===== src/rtl/cpu_boot_ctrl.sv =====
// Boot/run/dump sequencer beside the RISC-V cpu: streams IMEM/DMEM images in, runs the cpu, streams DMEM out.
// Define CPU_BOOT_CTRL_CHECKSUM_EN to add dump_csum, the mod-2^64 sum of all dumped words.

module cpu_boot_ctrl #(
   parameter int unsigned IMEM_WORDS = 512,
   parameter int unsigned DMEM_WORDS = 1024
) (
   input  logic        clk,
   input  logic        rst,
   input  logic        start,
   input  logic [9:0]  imem_len,
   input  logic [10:0] dmem_len,
   input  logic [31:0] run_cycles,
   input  logic [10:0] dump_len,
   input  logic        in_valid,
   output logic        in_ready,
   input  logic [63:0] in_data,
   output logic        out_valid,
   input  logic        out_ready,
   output logic [63:0] out_data,
   output logic        cpu_enable,
   output logic [63:0] addr_ext,
   output logic        wen_ext,
   output logic        ren_ext,
   output logic [31:0] wdata_ext,
   output logic [63:0] addr_ext_2,
   output logic        wen_ext_2,
   output logic        ren_ext_2,
   output logic [63:0] wdata_ext_2,
   input  logic [63:0] rdata_ext_2,
   output logic        busy,
   output logic        done
`ifdef CPU_BOOT_CTRL_CHECKSUM_EN
   ,
   output logic [63:0] dump_csum
`endif
);

   localparam int unsigned LEN_W = 11;

   localparam logic [2:0] S_IDLE     = 3'd0;
   localparam logic [2:0] S_LOAD_I   = 3'd1;
   localparam logic [2:0] S_LOAD_D   = 3'd2;
   localparam logic [2:0] S_RUN      = 3'd3;
   localparam logic [2:0] S_DUMP_RD  = 3'd4;
   localparam logic [2:0] S_DUMP_WT  = 3'd5;
   localparam logic [2:0] S_DUMP_OUT = 3'd6;
   localparam logic [2:0] S_DONE     = 3'd7;

   logic [2:0]       state, state_d;
   logic [LEN_W-1:0] cnt, cnt_d, cnt_inc;
   logic [LEN_W-1:0] imem_len_q, imem_len_d, dmem_len_q, dmem_len_d, dump_len_q, dump_len_d;
   logic [31:0]      run_cnt, run_cnt_d;
   logic             hs_in;

   logic             cpu_enable_d, wen_ext_d, wen_ext_2_d, ren_ext_2_d, out_valid_d, busy_d, done_d;
   logic [63:0]      addr_ext_d, addr_ext_2_d, wdata_ext_2_d, out_data_d;
   logic [31:0]      wdata_ext_d;
`ifdef CPU_BOOT_CTRL_CHECKSUM_EN
   logic [63:0]      csum_d;
`else
   // no checksum accumulator in this build
`endif

   function automatic logic [LEN_W-1:0] clamp(input logic [LEN_W-1:0] len, input logic [LEN_W-1:0] lim);
      return (len > lim) ? lim : len;
   endfunction

   // Zero-length loads never offer ready, so no word is accepted before the state exits.
   assign in_ready = ((state == S_LOAD_I) && (imem_len_q != '0)) ||
                     ((state == S_LOAD_D) && (dmem_len_q != '0));
   assign hs_in    = in_valid && in_ready;
   assign cnt_inc  = cnt + LEN_W'(1);
   assign ren_ext  = 1'b0;

   // Next state plus next value of every registered output.
   always_comb begin
      state_d       = state;
      cnt_d         = cnt;
      imem_len_d    = imem_len_q;
      dmem_len_d    = dmem_len_q;
      dump_len_d    = dump_len_q;
      run_cnt_d     = run_cnt;
      cpu_enable_d  = 1'b0;
      wen_ext_d     = 1'b0;
      addr_ext_d    = '0;
      wdata_ext_d   = '0;
      wen_ext_2_d   = 1'b0;
      ren_ext_2_d   = 1'b0;
      addr_ext_2_d  = '0;
      wdata_ext_2_d = '0;
      out_valid_d   = 1'b0;
      out_data_d    = out_data;
`ifdef CPU_BOOT_CTRL_CHECKSUM_EN
      csum_d        = dump_csum;
`endif
      case (state)
         S_IDLE: begin
            if (start) begin
               imem_len_d = clamp(LEN_W'(imem_len), LEN_W'(IMEM_WORDS));
               dmem_len_d = clamp(dmem_len, LEN_W'(DMEM_WORDS));
               dump_len_d = clamp(dump_len, LEN_W'(DMEM_WORDS));
               run_cnt_d  = run_cycles;
               cnt_d      = '0;
               state_d    = S_LOAD_I;
`ifdef CPU_BOOT_CTRL_CHECKSUM_EN
               csum_d     = '0;
`endif
            end
         end
         S_LOAD_I: begin
            if (imem_len_q == '0) begin
               state_d = S_LOAD_D;
            end else if (hs_in) begin
               wen_ext_d   = 1'b1;
               addr_ext_d  = 64'({cnt, 2'b00});
               wdata_ext_d = in_data[31:0];
               if (cnt_inc == imem_len_q) begin
                  cnt_d   = '0;
                  state_d = S_LOAD_D;
               end else begin
                  cnt_d = cnt_inc;
               end
            end
         end
         S_LOAD_D: begin
            if (dmem_len_q == '0) begin
               state_d = S_RUN;
            end else if (hs_in) begin
               wen_ext_2_d   = 1'b1;
               addr_ext_2_d  = 64'({cnt, 3'b000});
               wdata_ext_2_d = in_data;
               if (cnt_inc == dmem_len_q) begin
                  cnt_d   = '0;
                  state_d = S_RUN;
               end else begin
                  cnt_d = cnt_inc;
               end
            end
         end
         S_RUN: begin
            // First RUN cycle carries the final DMEM write; enable follows one cycle later.
            if (run_cnt != '0) begin
               cpu_enable_d = 1'b1;
               run_cnt_d    = run_cnt - 32'd1;
            end else begin
               cnt_d   = '0;
               state_d = (dump_len_q == '0) ? S_DONE : S_DUMP_RD;
            end
         end
         S_DUMP_RD: state_d = S_DUMP_WT;
         S_DUMP_WT: begin
            out_data_d  = rdata_ext_2;
            out_valid_d = 1'b1;
            state_d     = S_DUMP_OUT;
         end
         S_DUMP_OUT: begin
            out_valid_d = 1'b1;
            if (out_ready) begin
               out_valid_d = 1'b0;
               cnt_d       = cnt_inc;
               state_d     = (cnt_inc < dump_len_q) ? S_DUMP_RD : S_DONE;
`ifdef CPU_BOOT_CTRL_CHECKSUM_EN
               csum_d      = dump_csum + out_data;
`endif
            end
         end
         S_DONE:  state_d = S_IDLE;
         default: state_d = S_IDLE;
      endcase

      if (state_d == S_DUMP_RD) begin
         ren_ext_2_d  = 1'b1;
         addr_ext_2_d = 64'({cnt_d, 3'b000});
      end
      busy_d = (state_d != S_IDLE);
      done_d = (state_d == S_DONE);
   end

   always_ff @(posedge clk) begin
      if (rst) begin
         state       <= S_IDLE;
         cnt         <= '0;
         imem_len_q  <= '0;
         dmem_len_q  <= '0;
         dump_len_q  <= '0;
         run_cnt     <= '0;
         cpu_enable  <= 1'b0;
         wen_ext     <= 1'b0;
         addr_ext    <= '0;
         wdata_ext   <= '0;
         wen_ext_2   <= 1'b0;
         ren_ext_2   <= 1'b0;
         addr_ext_2  <= '0;
         wdata_ext_2 <= '0;
         out_valid   <= 1'b0;
         out_data    <= '0;
         busy        <= 1'b0;
         done        <= 1'b0;
`ifdef CPU_BOOT_CTRL_CHECKSUM_EN
         dump_csum   <= '0;
`endif
      end else begin
         state       <= state_d;
         cnt         <= cnt_d;
         imem_len_q  <= imem_len_d;
         dmem_len_q  <= dmem_len_d;
         dump_len_q  <= dump_len_d;
         run_cnt     <= run_cnt_d;
         cpu_enable  <= cpu_enable_d;
         wen_ext     <= wen_ext_d;
         addr_ext    <= addr_ext_d;
         wdata_ext   <= wdata_ext_d;
         wen_ext_2   <= wen_ext_2_d;
         ren_ext_2   <= ren_ext_2_d;
         addr_ext_2  <= addr_ext_2_d;
         wdata_ext_2 <= wdata_ext_2_d;
         out_valid   <= out_valid_d;
         out_data    <= out_data_d;
         busy        <= busy_d;
         done        <= done_d;
`ifdef CPU_BOOT_CTRL_CHECKSUM_EN
         dump_csum   <= csum_d;
`endif
      end
   end

endmodule

===== config.mk =====
export PLATFORM = sky130hd
export DESIGN_NAME = cpu_boot_ctrl
export DESIGN_NICKNAME = d
export VERILOG_FILES = /design/src/rtl/cpu_boot_ctrl.sv
export SDC_FILE = /design/constraint.sdc
export NUM_CORES = 1
export LEC_CHECK = 0
export BUFFER_PORTS_ARGS = -buffer_cell sky130_fd_sc_hd__buf_4
export CAP_MARGIN = 20
export CORE_AREA = 2 2 192 194
export CTS_CLUSTER_DIAMETER = 30
export DETAILED_ROUTE_END_ITERATION = 8
export DIE_AREA = 0 0 194 196
export PLACE_DENSITY_LB_ADDON = 0.12
export SLEW_MARGIN = 20
export SYNTH_ARGS = -nofsm -noshare
export SYNTH_HDL_FRONTEND = slang
export SYNTH_SLANG_ARGS = --single-unit

===== constraint.sdc =====
create_clock -name clk -period 5.6 [get_ports clk]
set_clock_uncertainty 0.15 [all_clocks]
set_input_delay 0.28 -clock clk [delete_from_list [all_inputs] [get_ports clk]]
set_output_delay 0.28 -clock clk [all_outputs]
set_load 0.03 [all_outputs]

==> flow_metrics.py, run 1 <==
metrics = {
    "status": {
        "status": "finished, final reports clean",
    },
    "power_and_ir_drop": {
        "netSwitchingPower_mw": 2.19,
        "power.share.switching": 0.281,
        "clock_power_share": 0.533,
        "internal_power_mw": 5.60,
        "vdd_drop_max_uv": 376,
        "combPwrFrac": 0.188,
        "powerDensity_nw_per_um2": 417,
        "p_leak_nw": 8.15,
        "seq_power_share": 0.279,
    },
    "timing": {
        "period_share": 0.831,
        "setup_viol": 0,
        "finalSetupTns_ns": 0,
        "finalMaxSlewViolations": 0,
        "hold_viol": 0,
        "slew_headroom": 0.324,
        "rsz0062_at_grt": "false",
        "clock.fmax_ghz": 0.215,
        "worst_hold_slack_ns": 0.0236,
        "period_needed_ns": 4.65,
        "worst_pin_slew_ns": 1.01,
    },
    "floorplan": {
        "die_x_um": 194,
        "dieArea_um2": 38000,
        "ioPinCount": 494,
        "start_util": 0.319,
        "core.rowCount": 70,
        "die_h_um": 196,
        "core_um2": 36100,
    },
    "critical_path": {
        "arrival_ns": 4.99,
        "r2r-end": "addr_ext_2[6]",
        "required_ns": 5.93,
        "path_class": "reg2reg",
        "cp_max_fo": 11,
        "startpoint_type": "flip-flop",
        "timing.rr.start": "cnt[0]",
        "r2r_cells": 13,
        "crit_path_end_kind": "flip-flop",
        "startpoint": "cnt[0]",
        "r2r_slack_ns": 0.95,
        "critical_path.endpoint": "addr_ext_2[6]",
    },
    "synth": {
        "synthArstFlopShare": 0,
        "synth_edf_count": 0,
        "yosysTopAreaCell": "dfxtp_1",
        "yosys_register_bits": 267,
        "yosys-top-cells-area": "dfxtp_1 (47%), buf_4 (7.0%), a21oi_1 (6.0%), nand2_1 (5.9%), and2_1 (5.8%)",
        "netlist_instances": 1371,
        "synth.avg_cell_area_um2": 8.38,
        "synth_cell_types": 72,
        "seq_area_frac_synth": 0.465,
        "yosysTopAreaCellShare": 0.465,
        "ys.flop_type": "dfxtp_1",
        "syn-cell-area_um2": 11500,
        "yosys_warnings": 0,
    },
    "clock_tree": {
        "cts-root-buf": "clkbuf_16",
        "clock-sinks": 267,
        "clock_latency_ns": 0.55,
        "worst_setup_hold_path_clk_slew_ns": 0.04,
        "ctsLongestPathBuffers": 3,
        "cts_inserted_buffers": 70,
        "htree_levels": 3,
        "cts_tree": "yes",
    },
    "flow_run": {
        "maxCapViolCount": 0,
    },
    "layout": {
        "seqCellArea_um2": 5350,
        "insertedDiodeCount": 0,
        "multi_input_area_um2": 5360,
        "fin_area_um2": 18700,
        "fin_nets": 2144,
        "n_fill_cell": 3409,
        "area.growth.synth_to_final_pct": 62.4,
        "drive_gt1_frac": 0.267,
    },
    "placed_design": {
        "io_buffers": 386,
        "post_dp_cell_area_um2": 14400,
        "routabilityCongestion": 0.874,
        "post-dp-hpwl_um": 28300,
    },
    "routing": {
        "drt-total-wl_um": 40600,
        "ant_nets": 0,
        "drc_errors": 0,
        "wl_met2_um": 19600,
        "viasPerCell": 4.67,
        "first_pass_iters": 5,
        "met1Wirelength_um": 17000,
        "drt_iter0_drc": 584,
        "vias": 11500,
        "wl_per_cell_um": 16.5,
        "wl_met3_um": 2740,
        "maxUsedRoutingLayer": "met4",
    },
    "grt": {
        "grt_usage": 0.202,
        "grt_max_degree": 85,
        "grt_pass1_vias": 11000,
        "grt_overflow": 0,
        "grt_pass1_wl_um": 61400,
        "antenna_found_initial": 0,
    },
    "hold_path": {
        "worstHoldPathType": "in2reg",
        "min_from": "dmem_len[3]",
    },
}
==> kinds of logic (layout without fill, tap and decap cells) <==
| group | after synthesis | in the layout | share of synthesized area |
|---|---|---|---|
| compound gates | 295 | 295 | 0.156 |
| xor+xnor | 19 | 19 | 0.0157 |
| fa+ha+maj | 12 | 12 | 0.0131 |
| buf+inv | 218 | 730 | 0.107 |
| flops | 267 | 267 | 0.465 |
| mux | 4 | 4 | 0.00348 |
| other cells | 1 | 107 | 0.000326 |
| simple gates | 555 | 555 | 0.240 |
==> cells in the final DEF, fill, tap and decap left out, drive strengths merged, types with 6 or more instances in the layout <==
cell         synthesis  final
conb                 1    107
ha                  12     12
a21oi              137    137
bufinv               0     12
a211oi              10     10
xnor2               13     13
o21ai               52     52
nand4               11     11
inv                 25     27
o31ai                7      7
and3                 8      8
dlygate4sd3          0    183
nor2b                7      7
dfxtp              267    267
nand2              183    183
nor2               119    119
nand3               21     21
clkbuf              76     92
buf                117    396
a31oi               10     10
nor4                24     24
and2               106    106
nor3b               21     21
clkinv               0     16
or4                  8      8
a22oi               27     27
nor3                26     26
a21o                 6      6
==> state kept, by name (all words and copies together), names as in the netlist <==
signal	cells
done	1
dump_len_q	11
state	3
wdata_ext	32
ren_ext_2	1
wdata_ext_2	64
addr_ext_2	11
imem_len_q	10
wen_ext_2	1
wen_ext	1
cpu_enable	1
out_valid	1
busy	1
run_cnt	32
cnt	11
addr_ext	11
dmem_len_q	11
out_data	64
==> timing repair <==
item | in CTS | in global routing
hold buffers | 183 | 0
hold endpoints to repair | 225 | 0
buffers inserted | 0 | 0
resized for setup | 0 | 0
setup endpoints to repair | 0 | 0
==> critical path, cell delays in order, from the launching register on <==
cell and delay [ns]:
dfxtp_1 0.62, ha_1 0.45, nand2_1 0.23, o31a_1 0.34, or2_2 0.32, ha_1 0.30
a21o_1 0.17, a211o_1 0.28, a41oi_1 0.25, o21ai_0 0.14, a21oi_1 0.35, nand3_1 0.20
nor2_1 0.52, a32o_1 0.26
==> power groups by stage <==
stage / Combinational, mW / Clock, mW / Sequential (mW)
final: 1.46 / 4.16 / 2.18
after CTS: 1.46 / 4.24 / 2.17
after global placement: 1.35 / 0 / 2.20
after floorplan: 0.970 / 0 / 2.21
after global routing: 1.60 / 4.35 / 2.20
after detailed placement: 1.35 / 0 / 2.20
==> Yosys cell counts (3+ instances only) <==
cell type  number
dfxtp_1       267
nand2_1       182
a21oi_1       137
nor2_1        119
buf_4         107
and2_1        106
clkbuf_1       74
o21ai_0        51
a22oi_1        27
inv_1          25
nor3_1         25
nor4_1         23
nand3_1        21
nor3b_1        21
xnor2_1        13
ha_1           12
nand4_1        11
a211oi_1       10
a31oi_1        10
and3_1          8
buf_1           7
nor2b_1         7
a21o_1          6
o31ai_1         6
a22o_1          5
nand2b_1        5
o22ai_1         5
or4_1           5
xor2_1          5
mux2i_1         4
o41ai_1         4
or2_2           4
or3_1           4
a2111oi_0       3
a32o_1          3
buf_2           3
or4_4           3
==> worst min-delay path by stage <==
stage                     cells past startpoint       endpoint
after global routing                          4  dmem_len_q[1]
after floorplan                               1   wdata_ext[0]
after detailed placement                      2   out_data[38]
final                                         4  dmem_len_q[3]
after global placement                        2    out_data[0]
after CTS                                     4  imem_len_q[1]
==> per-layer routing <==
metal,vias to the layer above,global-route usage
li1,5628,-
met1,5296,0.253
met2,467,0.336
met3,75,0.0469
met4,0,0.0839
met5,-,0
==> area by class of cell <==
cell class                 instances  share of cell area
clock inverter                    34              0.0277
multi-input combinational        992               0.287
tap                              468              0.0314
timing repair buffer             579               0.257
sequential                       267               0.286
clock buffer                      92               0.105
inverter                          25             0.00503
==> through the flow <==
step / setup WS, ns / total power, mW / utilization / cells
after global placement: 1.07 / 3.56 / 0.398 / 2148
after floorplan: 1.98 / 3.18 / - / 1477
after detailed placement: 0.958 / 3.56 / 0.398 / 2148
final: 0.949 / 7.79 / 0.517 / 2457
after CTS: 0.946 / 7.88 / 0.517 / 2457
after global routing: 0.480 / 8.15 / 0.517 / 2457
(Power assumes the default switching activity.)
==> run 2: changes to the inputs <==
Clock period 5.6 ns to 4.6 ns, I/O delays scaled along.
==> flow_metrics.py, run 2 (synthesized netlist as in run 1, its figures left out) <==
metrics = {
    "status": {
        "status": "finished, final reports clean",
    },
    "routing": {
        "ant_nets": 0,
        "wl_per_cell_um": 16.5,
        "drt_iter0_drc": 547,
        "first_pass_iters": 5,
        "vias": 11600,
        "viasPerCell": 4.67,
        "drc_errors": 0,
        "drt-total-wl_um": 41000,
    },
    "timing": {
        "finalMaxSlewViolations": 0,
        "hold_viol": 0,
        "period_needed_ns": 4.04,
        "period_share": 0.879,
        "finalSetupTns_ns": 0,
        "worst_slack_ns": 0.558,
        "clock.fmax_ghz": 0.247,
        "slew_headroom": 0.482,
        "worst_pin_slew_ns": 0.775,
        "rsz0062_at_grt": "false",
        "setup_viol": 0,
    },
    "clock_tree": {
        "clock_latency_ns": 0.56,
        "post_cts_resized": 0,
        "ctsLongestPathBuffers": 3,
        "cts_inserted_buffers": 70,
        "postCtsSetupRepairBufs": 0,
        "htree_levels": 3,
        "worst_setup_hold_path_clk_slew_ns": 0.04,
        "clock-sinks": 267,
        "cts_hold_buf": 199,
        "cts_tree": "yes",
        "cts-root-buf": "clkbuf_16",
    },
    "power_and_ir_drop": {
        "clock_power_share": 0.525,
        "netSwitchingPower_mw": 2.77,
        "vdd_drop_max_uv": 349,
        "seq_power_share": 0.280,
        "internal_power_mw": 6.65,
        "combPwrFrac": 0.194,
        "power.share.switching": 0.294,
        "p_leak_nw": 8.27,
        "powerDensity_nw_per_um2": 499,
    },
    "placed_design": {
        "dp_slack_ns": 0.632,
        "post-dp-hpwl_um": 28200,
        "io_buffers": 386,
        "routabilityCongestion": 0.867,
    },
    "layout": {
        "final_cell_mix": "buf_4 (407), dfxtp_1 (267), dlygate4sd3_1 (199)",
        "area.growth.synth_to_final_pct": 64.4,
        "insertedDiodeCount": 0,
        "n_fill_cell": 3331,
        "largestRegisters": "out_data: 64 flops, wdata_ext_2: 64 flops",
        "layout_commonest_cell": "buf_4",
        "fin_nets": 2172,
        "drive_gt1_frac": 0.271,
    },
    "grt": {
        "grt_pass1_vias": 11200,
        "antenna_found_initial": 0,
        "grt_overflow": 0,
        "grt_max_degree": 99,
        "grt_pass1_wl_um": 62900,
        "grt_usage": 0.205,
    },
    "floorplan": {
        "start_util": 0.319,
        "dieArea_um2": 38000,
        "ioPinCount": 494,
        "die_h_um": 196,
        "die_x_um": 194,
        "core_um2": 36100,
        "core.rowCount": 70,
    },
    "critical_path": {
        "startpoint_type": "flip-flop",
        "r2r-end": "addr_ext_2[6]",
        "r2r_slack_ns": 0.56,
        "crit_path_end_kind": "flip-flop",
        "cp_max_fo": 11,
        "timing.rr.start": "cnt[4]",
        "required_ns": 4.95,
        "path_class": "reg2reg",
        "r2r_cells": 13,
        "startpoint": "cnt[4]",
        "arrival_ns": 4.39,
    },
    "hold_path": {
        "worstHoldPathType": "in2reg",
        "min_to": "cnt[9]",
        "min_from": "rst",
        "hold_depth": 2,
    },
    "flow_run": {
        "maxCapViolCount": 0,
    },
}
## run 2: cell count changes in the layout (fill, tap and decap cells not counted), sizes merged
cell         previous run  this run
dlygate4sd3           183       199
buf                   396       408
inv                    27        34
bufinv                 12         7
clkbuf                 92        94
clkinvlp                4         2
## run 2: layer usage
metal  up-vias  GRT usage  routed length, um
li1       5689          -                  -
met3        71     0.0483               2760
met4         0     0.0643                784
met2       475      0.350              20000
met1      5374      0.256              17400
met5         -          0                  0
## run 2: critical path: stages, from the launching register on
cell and delay, ns:
dfxtp_1 0.58, nand3_1 0.34, o31a_1 0.42, or2_2 0.33
ha_1 0.31, a21o_1 0.17, a211o_1 0.29, a41oi_1 0.27
o21ai_0 0.14, a21oi_1 0.34, nand3_1 0.16, nor2_1 0.11
buf_4 0.19, a32o_1 0.19
## run 2: per-stage QoR
step / cells / instance area [um2] / util / power (mW) / hold WS, ns
floorplan: 1477 / 11900 / - / 3.87 / 0.202
global placement: 2159 / 14400 / 0.400 / 4.34 / 0.282
detailed placement: 2159 / 14400 / 0.400 / 4.34 / 0.285
CTS: 2486 / 18900 / 0.523 / 9.51 / 0.00719
global route: 2487 / 18900 / 0.524 / 9.87 / 0.0320
finish: 2487 / 18900 / 0.524 / 9.42 / 0.0297
## run 2: area by class of cell
class / instances / area [um2] / share of cell area
clock buffers: 94 / 2000 / 0.106
inverters: 25 / 93.8 / 0.00497
multi-input cells: 992 / 5350 / 0.283
flip-flops and latches: 267 / 5350 / 0.283
repair buffers: 607 / 5070 / 0.269
well taps: 468 / 586 / 0.0310
clock inverters: 34 / 438 / 0.0232
## run 2: power groups by stage
| stage | sequential [mW] | clock, mW | combinational, mW |
|---|---|---|---|
| 2_1_floorplan | 2.69 | 0 | 1.18 |
| 3_3_place_gp | 2.67 | 0 | 1.66 |
| 3_5_place_dp | 2.68 | 0 | 1.67 |
| 4_1_cts | 2.64 | 5.04 | 1.82 |
| 5_1_grt | 2.66 | 5.20 | 2.01 |
| 6_report | 2.64 | 4.95 | 1.83 |
## run 2: how the worst max path moves through the flow
stage	to	slack (ns)	depth (start not counted)
after floorplan	addr_ext_2[6]	0.98	14
after global placement	addr_ext_2[7]	0.72	13
after detailed placement	addr_ext_2[6]	0.63	13
after CTS	addr_ext_2[6]	0.61	13
after global routing	addr_ext_2[7]	0.27	13
final	addr_ext_2[6]	0.56	13
==> run 3: changes to the inputs <==
Settings changed: BUFFER_PORTS_ARGS -buffer_cell sky130_fd_sc_hd__buf_4 to unset, CAP_MARGIN 20 to unset, DONT_BUFFER_PORTS set to 1.
==> flow_metrics.py, run 3 (synthesized netlist as in run 1, its figures left out) <==
metrics = {
    "layout": {
        "final_cell_mix": "dfxtp_1 (267), dlygate4sd3_1 (206), nand2_1 (181)",
        "fin_nets": 1791,
        "layout_commonest_cell": "dfxtp_1",
        "area.growth.synth_to_final_pct": 40.4,
        "drive_gt1_frac": 0.0947,
        "largestRegisters": "out_data: 64 flops, wdata_ext_2: 64 flops",
    },
    "timing": {
        "period_share": 0.904,
        "worst_pin_slew_ns": 0.946,
        "hold_viol": 0,
        "setup_viol": 0,
        "slew_headroom": 0.366,
        "finalMaxSlewViolations": 0,
        "rsz0062_at_grt": "false",
        "period_needed_ns": 4.16,
        "clock.fmax_ghz": 0.240,
        "finalSetupTns_ns": 0,
    },
    "hold_path": {
        "hold_depth": 2,
        "min_to": "wen_ext_2",
        "worstHoldPathType": "in2reg",
        "min_from": "rst",
    },
    "grt": {
        "grt_overflow": 0,
        "grt_usage": 0.188,
        "antenna_found_initial": 0,
        "grt_pass1_vias": 10100,
        "grt_pass1_wl_um": 57100,
        "grt_max_degree": 155,
    },
    "routing": {
        "drt_iter0_drc": 521,
        "first_pass_iters": 6,
        "drt-total-wl_um": 37600,
        "viasPerCell": 4.86,
        "ant_nets": 0,
        "drc_errors": 0,
        "vias": 10200,
        "wl_per_cell_um": 17.9,
    },
    "floorplan": {
        "die_h_um": 196,
        "start_util": 0.319,
        "core_um2": 36100,
        "ioPinCount": 494,
        "core.rowCount": 70,
        "dieArea_um2": 38000,
        "die_x_um": 194,
    },
    "status": {
        "status": "finished, final reports clean",
    },
    "power_and_ir_drop": {
        "combPwrFrac": 0.166,
        "power_mw": 9.40,
        "vdd_drop_max_uv": 409,
        "netSwitchingPower_mw": 2.67,
        "powerDensity_nw_per_um2": 582,
        "p_leak_nw": 6.33,
        "power.share.switching": 0.284,
        "seq_power_share": 0.290,
        "clock_power_share": 0.544,
        "internal_power_mw": 6.72,
    },
    "placed_design": {
        "io_buffers": 0,
        "routabilityCongestion": 0.875,
        "post-dp-hpwl_um": 25400,
    },
    "clock_tree": {
        "cts_tree": "yes",
        "htree_levels": 3,
        "ctsLongestPathBuffers": 3,
        "cts_inserted_buffers": 71,
        "cts-root-buf": "clkbuf_16",
        "clock_latency_ns": 0.55,
        "clock-sinks": 267,
        "worst_setup_hold_path_clk_slew_ns": 0.05,
    },
    "critical_path": {
        "arrival_ns": 4.50,
        "crit_path_end_kind": "flip-flop",
        "r2r-end": "addr_ext_2[7]",
        "startpoint_type": "flip-flop",
        "r2r_cells": 14,
        "timing.rr.start": "cnt[1]",
        "r2r_slack_ns": 0.44,
        "required_ns": 4.94,
        "path_class": "reg2reg",
        "cp_max_fo": 8,
        "startpoint": "cnt[1]",
    },
    "flow_run": {
        "maxCapViolCount": 0,
    },
}
run 3: power by group through the flow:
stage	Combinational (mW)	Clock, mW	Sequential [mW]
floorplan	1.18	0	2.69
global placement	1.36	0	2.77
detailed placement	1.36	0	2.76
CTS	1.57	5.20	2.72
global route	1.75	5.32	2.75
finish	1.56	5.11	2.73
run 3: metal layers:
metal / track usage / wire [um]
met2: 0.308 / 17800
met3: 0.0562 / 2920
met5: 0 / 0
met1: 0.225 / 15400
met4: 0.0920 / 1470
run 3: how the worst max path moves through the flow:
stage | end | slack [ns] | cells after the start
2_1_floorplan | addr_ext_2[6] | 0.98 | 14
3_3_place_gp | addr_ext_2[7] | 0.58 | 14
3_5_place_dp | addr_ext_2[7] | 0.48 | 14
4_1_cts | addr_ext_2[7] | 0.47 | 14
5_1_grt | addr_ext_2[7] | 0.09 | 14
6_report | addr_ext_2[7] | 0.44 | 14
run 3: layout make-up:
class | count | area, um2
Clock inverter | 27 | 417
Multi-Input combinational cell | 992 | 5350
Fill cell | 3485 | 19900
Tap cell | 468 | 586
Antenna cell | 1 | 2.50
Sequential cell | 267 | 5350
Clock buffer | 101 | 2100
Inverter | 25 | 93.8
Timing Repair Buffer | 225 | 2240
run 3: worst max-delay path, stage by stage, from the launching register on:
cell     delay, ns
dfxtp_1       0.47
ha_1          0.20
buf_4         0.15
nand2_1       0.17
o31a_1        0.34
or2_2         0.33
ha_1          0.30
a21o_1        0.17
a211o_1       0.28
a41oi_1       0.28
o21ai_0       0.14
a21oi_1       0.20
nand3_1       0.18
nor2_1        0.48
a32o_1        0.26
run 3: stage by stage:
step | utilization | area, um2 | hold slack [ns] | worst slack [ns] | instances
final | 0.447 | 16100 | 0.0381 | 0.441 | 2106
after global routing | 0.447 | 16100 | 0.0553 | 0.0900 | 2105
after detailed placement | 0.319 | 11500 | 0.190 | 0.481 | 1769
after CTS | 0.446 | 16100 | 0.0127 | 0.472 | 2103
after global placement | 0.319 | 11500 | 0.187 | 0.584 | 1769
after floorplan | - | 11900 | 0.202 | 0.977 | 1477
run 3: repair_timing:
| action | CTS | global route |
|---|---|---|
| hold endpoints to repair | 264 | 1 |
| hold buffers | 206 | 1 |
| buffers inserted | 0 | 0 |
| gates resized for setup | 0 | 0 |
